<file path="src/rtl/neuron_weight_sequencer.sv">
// rtl/neuron_weight_sequencer.sv - weight load / fetch sequencer pairing activations with weights for a MAC
// Optional feature: define NEURON_BIAS_EN to fetch a bias word from address numWeight after each pass.
module neuron_weight_sequencer #(
  parameter int numWeight    = 3,
  parameter int addressWidth = 10,
  parameter int dataWidth    = 16
) (
  input  logic                    clk,
  input  logic                    rst,
  input  logic                    start,
  input  logic                    in_valid,
  input  logic [dataWidth-1:0]    in_data,
  output logic                    in_ready,
  input  logic                    cfg_wen,
  input  logic [dataWidth-1:0]    cfg_wdata,
  output logic                    mem_wen,
  output logic [addressWidth-1:0] mem_wadd,
  output logic [dataWidth-1:0]    mem_win,
  output logic                    mem_ren,
  output logic [addressWidth-1:0] mem_radd,
  input  logic [dataWidth-1:0]    mem_wout,
  output logic                    pair_valid,
  output logic [dataWidth-1:0]    pair_x,
  output logic [dataWidth-1:0]    pair_w,
  output logic                    pair_last,
  output logic                    busy,
  output logic                    done,
  output logic                    cfg_err
`ifdef NEURON_BIAS_EN
  ,
  output logic                    bias_valid,
  output logic [dataWidth-1:0]    bias_data
`endif
);

  localparam logic [1:0] S_IDLE  = 2'd0;
  localparam logic [1:0] S_RUN   = 2'd1;
`ifdef NEURON_BIAS_EN
  localparam logic [1:0] S_BIAS  = 2'd2;
`else
  localparam logic [1:0] S_DRAIN = 2'd2;
`endif
  localparam logic [1:0] S_DONE  = 2'd3;

  // Index of the final activation in a pass
  localparam logic [addressWidth-1:0] LAST_IDX = addressWidth'(numWeight - 1);
`ifdef NEURON_BIAS_EN
  // The bias word lives just past the weights, so the loader covers one extra slot
  localparam logic [addressWidth-1:0] BIAS_ADDR = addressWidth'(numWeight);
  localparam logic [addressWidth-1:0] LD_LAST   = addressWidth'(numWeight);
`else
  localparam logic [addressWidth-1:0] LD_LAST   = addressWidth'(numWeight - 1);
`endif

  logic [1:0]              r_state;
  logic [addressWidth-1:0] r_rd_cnt;
  logic [addressWidth-1:0] r_ld_ptr;
  logic [dataWidth-1:0]    r_x;
  logic                    r_pair_valid;
  logic                    r_pair_last;
  logic                    r_cfg_err;

  logic w_idle;
  logic w_accept;
  logic w_last_in;
  logic w_load;

  assign w_idle    = (r_state == S_IDLE);
  assign w_accept  = (r_state == S_RUN) && in_valid;
  assign w_last_in = w_accept && (r_rd_cnt == LAST_IDX);
  // A start in the same cycle takes priority, so the write is dropped
  assign w_load    = w_idle && cfg_wen && !start;

  // Pass control: IDLE -> RUN -> DRAIN/BIAS -> DONE -> IDLE
  always_ff @(posedge clk or posedge rst) begin
    if (rst) begin
      r_state  <= S_IDLE;
      r_rd_cnt <= '0;
    end else begin
      case (r_state)
        S_IDLE: begin
          if (start) begin
            r_state  <= S_RUN;
            r_rd_cnt <= '0;
          end
        end
        S_RUN: begin
          if (w_accept) begin
            r_rd_cnt <= r_rd_cnt + addressWidth'(1);
            if (w_last_in) begin
`ifdef NEURON_BIAS_EN
              r_state <= S_BIAS;
`else
              r_state <= S_DRAIN;
`endif
            end
          end
        end
`ifdef NEURON_BIAS_EN
        S_BIAS:  r_state <= S_DONE;
`else
        S_DRAIN: r_state <= S_DONE;
`endif
        S_DONE:  r_state <= S_IDLE;
        default: r_state <= S_IDLE;
      endcase
    end
  end

  // Sequential weight-load pointer, wrapping over the weight (and bias) slots
  always_ff @(posedge clk or posedge rst) begin
    if (rst) begin
      r_ld_ptr <= '0;
    end else if (w_load) begin
      if (r_ld_ptr == LD_LAST) begin
        r_ld_ptr <= '0;
      end else begin
        r_ld_ptr <= r_ld_ptr + addressWidth'(1);
      end
    end
  end

  // Activation stage: hold the accepted word so it lines up with the memory read data
  always_ff @(posedge clk or posedge rst) begin
    if (rst) begin
      r_x          <= '0;
      r_pair_valid <= 1'b0;
      r_pair_last  <= 1'b0;
    end else begin
      r_pair_valid <= w_accept;
      r_pair_last  <= w_last_in;
      if (w_accept) begin
        r_x <= in_data;
      end
    end
  end

  // Any write that cannot be honoured is reported one cycle later
  always_ff @(posedge clk or posedge rst) begin
    if (rst) begin
      r_cfg_err <= 1'b0;
    end else begin
      r_cfg_err <= cfg_wen && (!w_idle || start);
    end
  end

  // Weight-memory write port
  always_comb begin
    mem_wen  = w_load;
    mem_wadd = '0;
    mem_win  = '0;
    if (w_load) begin
      mem_wadd = r_ld_ptr;
      mem_win  = cfg_wdata;
    end
  end

  // Weight-memory read port: weights during RUN, bias word afterwards
  always_comb begin
    mem_ren  = 1'b0;
    mem_radd = '0;
    if (w_accept) begin
      mem_ren  = 1'b1;
      mem_radd = r_rd_cnt;
    end
`ifdef NEURON_BIAS_EN
    else if (r_state == S_BIAS) begin
      mem_ren  = 1'b1;
      mem_radd = BIAS_ADDR;
    end
`endif
  end

  assign in_ready   = (r_state == S_RUN);
  assign busy       = !w_idle;
  assign cfg_err    = r_cfg_err;
  assign pair_valid = r_pair_valid;
  assign pair_x     = r_x;
  assign pair_last  = r_pair_last;
  // Memory data is only meaningful in the cycle after a read
  assign pair_w     = r_pair_valid ? mem_wout : '0;

`ifdef NEURON_BIAS_EN
  logic r_done;

  // done trails the bias word by one cycle
  always_ff @(posedge clk or posedge rst) begin
    if (rst) begin
      r_done <= 1'b0;
    end else begin
      r_done <= (r_state == S_DONE);
    end
  end

  assign done       = r_done;
  assign bias_valid = (r_state == S_DONE);
  assign bias_data  = bias_valid ? mem_wout : '0;
`else
  assign done       = (r_state == S_DONE);
`endif

endmodule

</file>
<file path="config.mk">
export PLATFORM = sky130hd
export DESIGN_NAME = neuron_weight_sequencer
export DESIGN_NICKNAME = d
export VERILOG_FILES = /design/src/rtl/neuron_weight_sequencer.sv
export SDC_FILE = /design/constraint.sdc
export NUM_CORES = 1
export LEC_CHECK = 0
export BUFFER_PORTS_ARGS = -buffer_cell sky130_fd_sc_hd__buf_4
export CORE_UTILIZATION = 40
export DETAILED_ROUTE_END_ITERATION = 12
export PLACE_DENSITY = 0.71
export SETUP_SLACK_MARGIN = 0.4
export SLEW_MARGIN = 20
export SYNTH_ARGS = -nofsm -noshare
export SYNTH_HDL_FRONTEND = slang
export SYNTH_SLANG_ARGS = --single-unit
</file>
<file path="constraint.sdc">
create_clock -name clk -period 2.1 [get_ports clk]
set_input_delay 0.105 -clock clk [delete_from_list [all_inputs] [get_ports clk]]
set_output_delay 0.105 -clock clk [all_outputs]
set_load 0.03 [all_outputs]
</file>
* Yosys cells after proc, flatten, opt, wreduce, memory -nomap -nowiden
Cells that the tools add are included.
** Cells by class
- Multiplexer cells :: 13
- Add/sub/neg operators :: 2
- Reductions and logical operators :: 12
- Equality and inequality tests :: 8
** Operator list (count)
- 10-bit 2-to-1 mux :: 5
- 16-bit 2-to-1 mux :: 2
- 10-bit by 1-bit adder with 10-bit output, second input constant :: 2
- 10-bit by 2-bit == test with 1-bit output, second input constant :: 2
- 10-bit one-hot mux with 2 select lines :: 1
- 2-bit one-hot mux with 4 select lines :: 1
- 2-bit 2-to-1 mux :: 3
- 3-bit AND reduction :: 2
- 1-bit logical AND :: 5
- 2-bit == test, second input constant :: 2
- 2-bit by 1-bit != test with 1-bit output, second input constant :: 2
- 2-bit by 1-bit == test with 1-bit output, second input constant :: 1
- 1-bit logical NOT :: 2
- 2-bit logical NOT :: 1
- 2-bit != test, second input constant :: 1
- 2-bit nonzero test :: 1
- 1-bit logical OR :: 1
- 1-bit 2-to-1 mux :: 1
** Storage, ports and cells
- Flip-flop bits (word level) :: 41
- Input port bits :: 53
- Word-level logic and storage cells :: 42
- Output and inout bits :: 76

* Logic depth before layout (Yosys ltp)
Gate-level depths: netlist of run 1.
- Depth after elaboration :: 6
- Depth in mapped cells :: 9

* Worst setup path before layout of run 1
No wires, ideal clock.
- Path type :: register -> output
- From :: register r_state[0]
- To :: output mem_wadd[1]
- Required time :: 1.995 ns
- Stages on the path, launching flop included :: 8
- Path buffers :: 1
- Setup slack :: 0.047 ns
- Data arrival time :: 1.948 ns
- Path through :: dfrtp_1 > inv_1 > ha_1 > and2b_1 > nand2_1 > inv_1 > clkbuf_1 > and2_1
** On the way
- Cells in the longest elaborated chain, start to end :: 4
** Ends and longest elaborated chain
- from (decl) :: RTL line 55 : logic [1:0] r_state;
- from (signal assigned) :: RTL line 77 : r_state <= S_IDLE;
- from (signal assigned) :: RTL line 83 : r_state <= S_RUN;
- from (signal assigned) :: RTL line 94 : r_state <= S_DRAIN;
- 2-bit logical NOT :: RTL line 68 : assign w_idle = (r_state == S_IDLE);
- 1-bit logical AND (2 in series) :: RTL line 72 : assign w_load = w_idle && cfg_wen && !start;
- via mem_wen :: RTL line 16 : output logic mem_wen,
- 10-bit 2-to-1 mux :: RTL line 152 : if (w_load) begin
- to (decl) :: RTL line 17 : output logic [addressWidth-1:0] mem_wadd,
The timed path passes the listed nets, and every way through them passes these cells.

* Final worst setup path of run 1
- From :: register r_state[0]
- To :: output mem_wadd[7]
** On the way
- Cells in the longest elaborated chain, start to end :: 4
** Ends and longest elaborated chain (RTL line)
- 2-bit logical NOT :: 68
- 1-bit logical AND (2 in series) :: 72
- 10-bit 2-to-1 mux :: 152
No other way between the ends.

==> results of run 1 <==
## where the power goes
part	total [mW]	internal, mW	switching [mW]	leakage [nW]
clock	0.569	0.297	0.272	0.0542
sequential	1.38	1.09	0.295	0.518
combinational	2.82	1.33	1.49	1.46
## cells in the final DEF, fill, tap and decap left out, drive strengths merged, types with 3 or more instances in the layout
master  synthesis  routed
buf             1     159
xnor2           7       7
and3           12      12
and2           43      43
ha              9       9
nand3           8       8
nor3            3       3
nor2            8       8
a21oi           3       3
nand2          24      24
nor4            5       5
o221ai          3       3
mux2i           6       6
o21ai           4       4
nand4           4       4
inv            10      10
clkbuf          9       7
dfrtp          41      41
mux2           17      17
## routing by layer
metal | GRT usage, % | routed length (um) | vias to the layer above
li1 | - | - | 1125
met1 | 23.9 | 2510 | 1113
met2 | 41.3 | 3550 | 120
met3 | 5.35 | 562 | 12
met4 | 8.15 | 128 | 0
met5 | 0 | 0 | -
## metrics by stage
step | hold slack [ns] | setup slack (ns) | instances | utilization, %
floorplan | 0.234 | 0.381 | 236 | -
global placement | 0.273 | 0.315 | 433 | 61.9
detailed placement | 0.279 | 0.276 | 433 | 61.9
CTS | 0.0268 | 0.292 | 459 | 69.6
global route | 0.0249 | 0.237 | 466 | 72.4
finish | 0.0383 | 0.318 | 466 | 72.4
## timing repair
item                       4_1_cts  5_1_grt
setup endpoints to repair       42       40
hold buffers                     1        0
cloned                           4        0
buffers inserted                13        7
pin swaps                       21        4
hold endpoints to repair        41        0
resized for setup               72       20
## sequential cells by signal (all words and copies together) (netlist names)
signal	cells
pair_x	16
r_state	2
cfg_err	1
r_rd_cnt	10
pair_valid	1
r_ld_ptr	10
pair_last	1
## path summary, 6_finish.rpt
| kind | from | end | slack, ns | cells past startpoint |
|---|---|---|---|---|
| max | r_state[0]$_DFFE_PP0P_ | mem_wadd[7] | 0.32 | 8 |
| min | in_data[5] | pair_x[5]$_DFFE_PP0P_ | 0.04 | 2 |
| max reg2reg | r_state[0]$_DFFE_PP0P_ | r_rd_cnt[6]$_DFFE_PP0P_ | 0.33 | 7 |
| min reg2reg | pair_x[6]$_DFFE_PP0P_ | pair_x[6]$_DFFE_PP0P_ | 0.51 | 1 |
| max in group asynchronous | rst | r_rd_cnt[5]$_DFFE_PP0P_ | 1.21 | 4 |
| min in group asynchronous | rst | pair_x[5]$_DFFE_PP0P_ | 0.51 | 4 |
## logic make-up (layout without fill, tap and decap cells)
family / after synthesis / in the layout
buf+inv: 20 / 178
mux: 23 / 23
simple gates: 117 / 117
xor+xnor: 7 / 7
flops: 41 / 41
fa+ha+maj: 9 / 9
compound gates: 19 / 19
## area by class of cell
type / count / area [um^2]
inverter: 10 / 45.0
tap: 72 / 90.1
timing repair buffer: 160 / 1370
clock buffer: 7 / 96.3
multi-input combinational: 175 / 1400
fill: 435 / 1540
clock inverter: 1 / 5.00
sequential: 41 / 1030
## critical path, cell delays in order (launching register included)
cell     delay [ns]
dfrtp_1        0.37
inv_2          0.07
ha_4           0.17
and2b_2        0.21
nand2_4        0.10
inv_8          0.05
buf_6          0.12
and2_4         0.15
buf_6          0.13
==> impl_metrics.tcl, run 1 <==
set metrics [dict create \
    outcome "completed" \
    arrival_ns 1.68 \
    timing.final.crit_share_pct 84.9 \
    syn_inst 236 \
    clockRootBuffer "clkbuf_8" \
    drive_gt1_share_pct 58.1 \
    critPathKind "register to output pin" \
    clk_pin_slew_ns 0.08 \
    dpl.hpwl_um 4410 \
    num_antenna_cells 0 \
    synth_top_area_cell "dfrtp_1" \
    wl_per_cell_um 14.5 \
    ys_seq_elements 41 \
    syn_to_final_growth_pct 73.2 \
    grt_start_max_net_pins 42 \
    async_flop_share_pct 100 \
    die_h_um 78.3 \
    yosys-top-cells-area "dfrtp_1 (44%), and2_1 (11%), mux2_2 (8.2%)" \
    cts_made_buffers 5 \
    first_iter_violations 95 \
    max_clock_freq_ghz 0.561 \
    drt_pass1_iterations 4 \
    max-clock-path-buffers 2 \
    worstMarginPinSlew_ns 0.526 \
    p_leak_nw 2.03 \
    setup_violations 0 \
    synth_flop_cell "dfrtp_1" \
    critPathLaunchType "register" \
    slew-limit-headroom_pct 64.9 \
    track_usage_pct 22.1 \
    period_needed_ns 1.78 \
    vias_per_cell 5.09 \
    port_buffers 128 \
    cts_sinks 41 \
    start_util_pct 41.8 \
    final_nets 455 \
    fp.dieW_um 78.3 \
    rsz0062_at_grt "yes" \
    final_area_mm2 0.00403 \
    ant_nets 0 \
    synth_common_cells "and2_1 (42), dfrtp_1 (41), nand2_1 (24)" \
    required_ns 2.00 \
    fin_setup_tns_ns 0 \
    endpoint_kind "output pin" \
    grt_pass1_vias 2247 \
    drv_slew 0 \
    antenna_found_initial 0 \
    path_max_fanout 7 \
    place_area_mm2 0.00345 \
    ir_drop_uv 742 \
    p_per_area_mw_per_mm2 1180 \
    synth_edf_count 0 \
    power.total_mw 4.77 \
    yosys.area.top_type_share_pct 44.1 \
    hold_class "primary input to register" \
    finalClockSkew_ns 0.00793 \
    dieArea_mm2 0.00613 \
    synth.avg_cell_area_um2 9.87 \
    num_rows 27 \
    grt-ovfl-total 0 \
    synth_cell_type_count 34 \
    htree_levels 2 \
    routed_wl_um 6750 \
    synth_top_family_by_area "simple AND/OR/NAND/NOR gates" \
    yosysMostFrequentCell "and2_1" \
    drc 0 \
    synth_xor_area_share_pct 2.63 \
    synth_compound_area_share_pct 6.29 \
    syn_nets 298 \
    io_pins 129 \
    yosys_warnings 0 \
    max_cap_violations 0 \
    core_area_mm2 0.00557 \
    gp_congestion 0.824 \
    hold_violations 0 \
    synth_area_mm2 0.00233 \
    synthAdderAreaFrac_pct 4.84 \
    synth_seq_area_share_pct 44.1 \
    clk_latency_ns 0.30 \
    cts_tree "yes" \
    grt_first_pass_wirelength_um 10500 \
    yosys.area_share.simple_pct 27.8 \
    num_vias 2370 \
    synth_mux_area_share_pct 10.8 \
]
Power figures use the tool's default switching activity.
==> inputs of run 2 (changes only) <==
- ABC_AREA: default -> 1
- PLACE_DENSITY: 0.71 -> 0.7
- clock period: 2.1 -> 1.8 ns (I/O delays scaled with it)
==> impl_metrics.tcl, run 2 <==
set metrics [dict create \
    outcome "completed" \
    yosys_warnings 0 \
    setup_violations 0 \
    setup_ws_ns 0.130 \
    dpl.hpwl_um 5140 \
    antenna_found_initial 0 \
    place_area_mm2 0.00381 \
    wl_per_cell_um 13.1 \
    r2r-end "r_ld_ptr[6]$_DFFE_PP0N_" \
    ff2ff_path_depth 11 \
    drc 0 \
    r2r_setup_slack_ns 0.18 \
    path_cells "inv_4 > ha_4 > nand2_4 > nor2_4 > inv_4 > buf_16 > nor2_4 > buf_6" \
    drive_gt1_share_pct 46.0 \
    synth.avg_cell_area_um2 6.81 \
    layout.cells.non_filler 619 \
    synth_flop_cell "dfrtp_1" \
    dieArea_mm2 0.00655 \
    ir_drop_uv 1120 \
    synth_area_mm2 0.00249 \
    max_clock_freq_ghz 0.599 \
    cpPeakStageDelay_ns 0.43 \
    num_vias 2968 \
    register_area_mm2 0.00103 \
    arrival_ns 1.58 \
    hold_class "primary input to register" \
    worst_hold_slack_ns 0.105 \
    final_area_mm2 0.00478 \
    clk_pin_slew_ns 0.08 \
    async_flop_share_pct 100 \
    post-place-ws_ns 0.0894 \
    layout_common_cells "nand2_1 (113), buf_4 (106), inv_1 (60), buf_6 (45), dfrtp_1 (38)" \
    power.total_mw 6.32 \
    synth_seq_area_share_pct 41.2 \
    gp_congestion 0.873 \
    mostFrequentLayoutCell "nand2_1" \
    holdPathEnd "cfg_err$_DFF_PP0_" \
    synth_common_cells "nand2_1 (123), inv_1 (65), nor2_1 (62)" \
    grt_first_pass_wirelength_um 12200 \
    worstMarginPinSlew_ns 0.514 \
    grt-ovfl-total 0 \
    port_buffers 128 \
    hold_depth 3 \
    fp.dieW_um 80.9 \
    synth_cell_type_count 26 \
    holdCritStartpoint "cfg_wen" \
    synth_top_area_cell "dfrtp_1" \
    slew-limit-headroom_pct 65.7 \
    path_max_fanout 12 \
    drt_pass1_iterations 6 \
    rsz0062_at_grt "yes" \
    yosys.area.top_type_share_pct 41.2 \
    yosys-top-cells-area "dfrtp_1 (41%), nand2_1 (19%), inv_1 (9.8%)" \
    core_area_mm2 0.00596 \
    crit_family "buffers and inverters" \
    cts_sinks 41 \
    fin_setup_tns_ns 0 \
    cts_made_buffers 5 \
    die_h_um 80.9 \
    clockRootBuffer "clkbuf_8" \
    endpoint_kind "output pin" \
    yosysMostFrequentCell "nand2_1" \
    hold_violations 0 \
    required_ns 1.71 \
    syn_nets 428 \
    max_cap_violations 0 \
    finalClockSkew_ns 0.00556 \
    drv_slew 0 \
    num_rows 28 \
    p_per_area_mw_per_mm2 1320 \
    first_iter_violations 185 \
    critPathSlowestCell "dfrtp_2" \
    htree_levels 2 \
    fin_util_pct 80.3 \
    syn_inst 366 \
    grt_pass1_vias 2758 \
    critPathKind "register to output pin" \
    start_util_pct 41.8 \
    max-clock-path-buffers 2 \
    p_leak_nw 2.53 \
    routed_wl_um 8100 \
    critical_path_buf_inv_count 4 \
    worst-path-stages 8 \
    timing.final.crit_share_pct 92.8 \
    grt_start_max_net_pins 42 \
    num_antenna_cells 0 \
    syn_to_final_growth_pct 91.9 \
    ant_nets 0 \
    io_pins 129 \
    clk_latency_ns 0.30 \
    period_needed_ns 1.67 \
    synth_edf_count 0 \
    track_usage_pct 24.5 \
    reg2reg_from "r_state[0]$_DFFE_PP0P_" \
    ys_seq_elements 41 \
    largest_reg_flops 16 \
    multi_input_area_mm2 0.00153 \
    critPathLaunchType "register" \
    cts_tree "yes" \
    dp.cells 563 \
    final_nets 605 \
    vias_per_cell 4.79 \
    fillers 403 \
]
## run 2: changes by cell type after synthesis, sizes merged, moves of 7 or more
cell and change:
and3 -11, inv +58, buf +7, mux2 -17
nand2 +102, and2 -43, nor2 +56, xnor2 -7
## run 2: worst max path at each step
stage | startpoint | endpoint | slack [ns]
6_report | r_state[0]$_DFFE_PP0P_ | mem_win[13] | 0.13
2_1_floorplan | r_state[0]$_DFFE_PP0P_ | mem_wadd[1] | 0.28
3_5_place_dp | r_state[0]$_DFFE_PP0P_ | r_ld_ptr[5]$_DFFE_PP0N_ | 0.09
5_1_grt | r_state[1]$_DFFE_PP0P_ | mem_win[14] | 0.04
3_3_place_gp | r_state[0]$_DFFE_PP0P_ | r_ld_ptr[5]$_DFFE_PP0N_ | 0.16
4_1_cts | r_state[0]$_DFFE_PP0P_ | mem_wadd[6] | 0.1
## run 2: routing by layer
layer | wire, um | share of wire, % | up-vias | track usage [%]
met3 | 682 | 8.4 | 11 | 4.61
met5 | 0 | 0 | - | 0
met1 | 3040 | 38 | 1382 | 27.9
met2 | 4260 | 53 | 132 | 44.7
li1 | - | - | 1443 | -
met4 | 121 | 1.5 | 0 | 9.64
## run 2: worst register-to-register path: cells and delay by family (launching register included)
| family | cells | cell delay, ns |
|---|---|---|
| buffers and inverters | 4 | 0.40 |
| xor gates and xnor gates | 1 | 0.14 |
| DFF | 1 | 0.43 |
| adders and majority gates | 1 | 0.13 |
| and+or+nand+nor | 5 | 0.41 |
## run 2: power breakdown
group | total [mW] | internal, mW | switching (mW)
Sequential | 1.52 | 1.23 | 0.283
Clock | 0.912 | 0.559 | 0.353
Combinational | 3.89 | 1.65 | 2.25
Total | 6.32 | 3.44 | 2.88
## run 2: final cells by class
| type | count | share of cell area, % |
|---|---|---|
| inverters | 68 | 5.81 |
| clock buffers | 5 | 1.44 |
| well taps | 75 | 1.96 |
| flip-flops and latches | 41 | 21.5 |
| clock inverters | 3 | 1.44 |
| multi-input cells | 248 | 32.0 |
| repair buffers | 179 | 35.8 |
## run 2: timing repair
action,in CTS,in global routing
cloned,5,1
endpoints found under the hold margin,57,0
hold buffers,17,0
setup buffers,22,3
gates resized for setup,71,26
endpoints found under the setup margin,83,77
pin swaps,9,6
## run 2: kinds of logic after synthesis
group,after synthesis,share of synthesized area [%]
flops,41,41.2
fa+ha+maj,9,4.52
simple gates,219,35.9
xor+xnor,3,1.05
compound gates,15,3.62
buf+inv,79,13.8
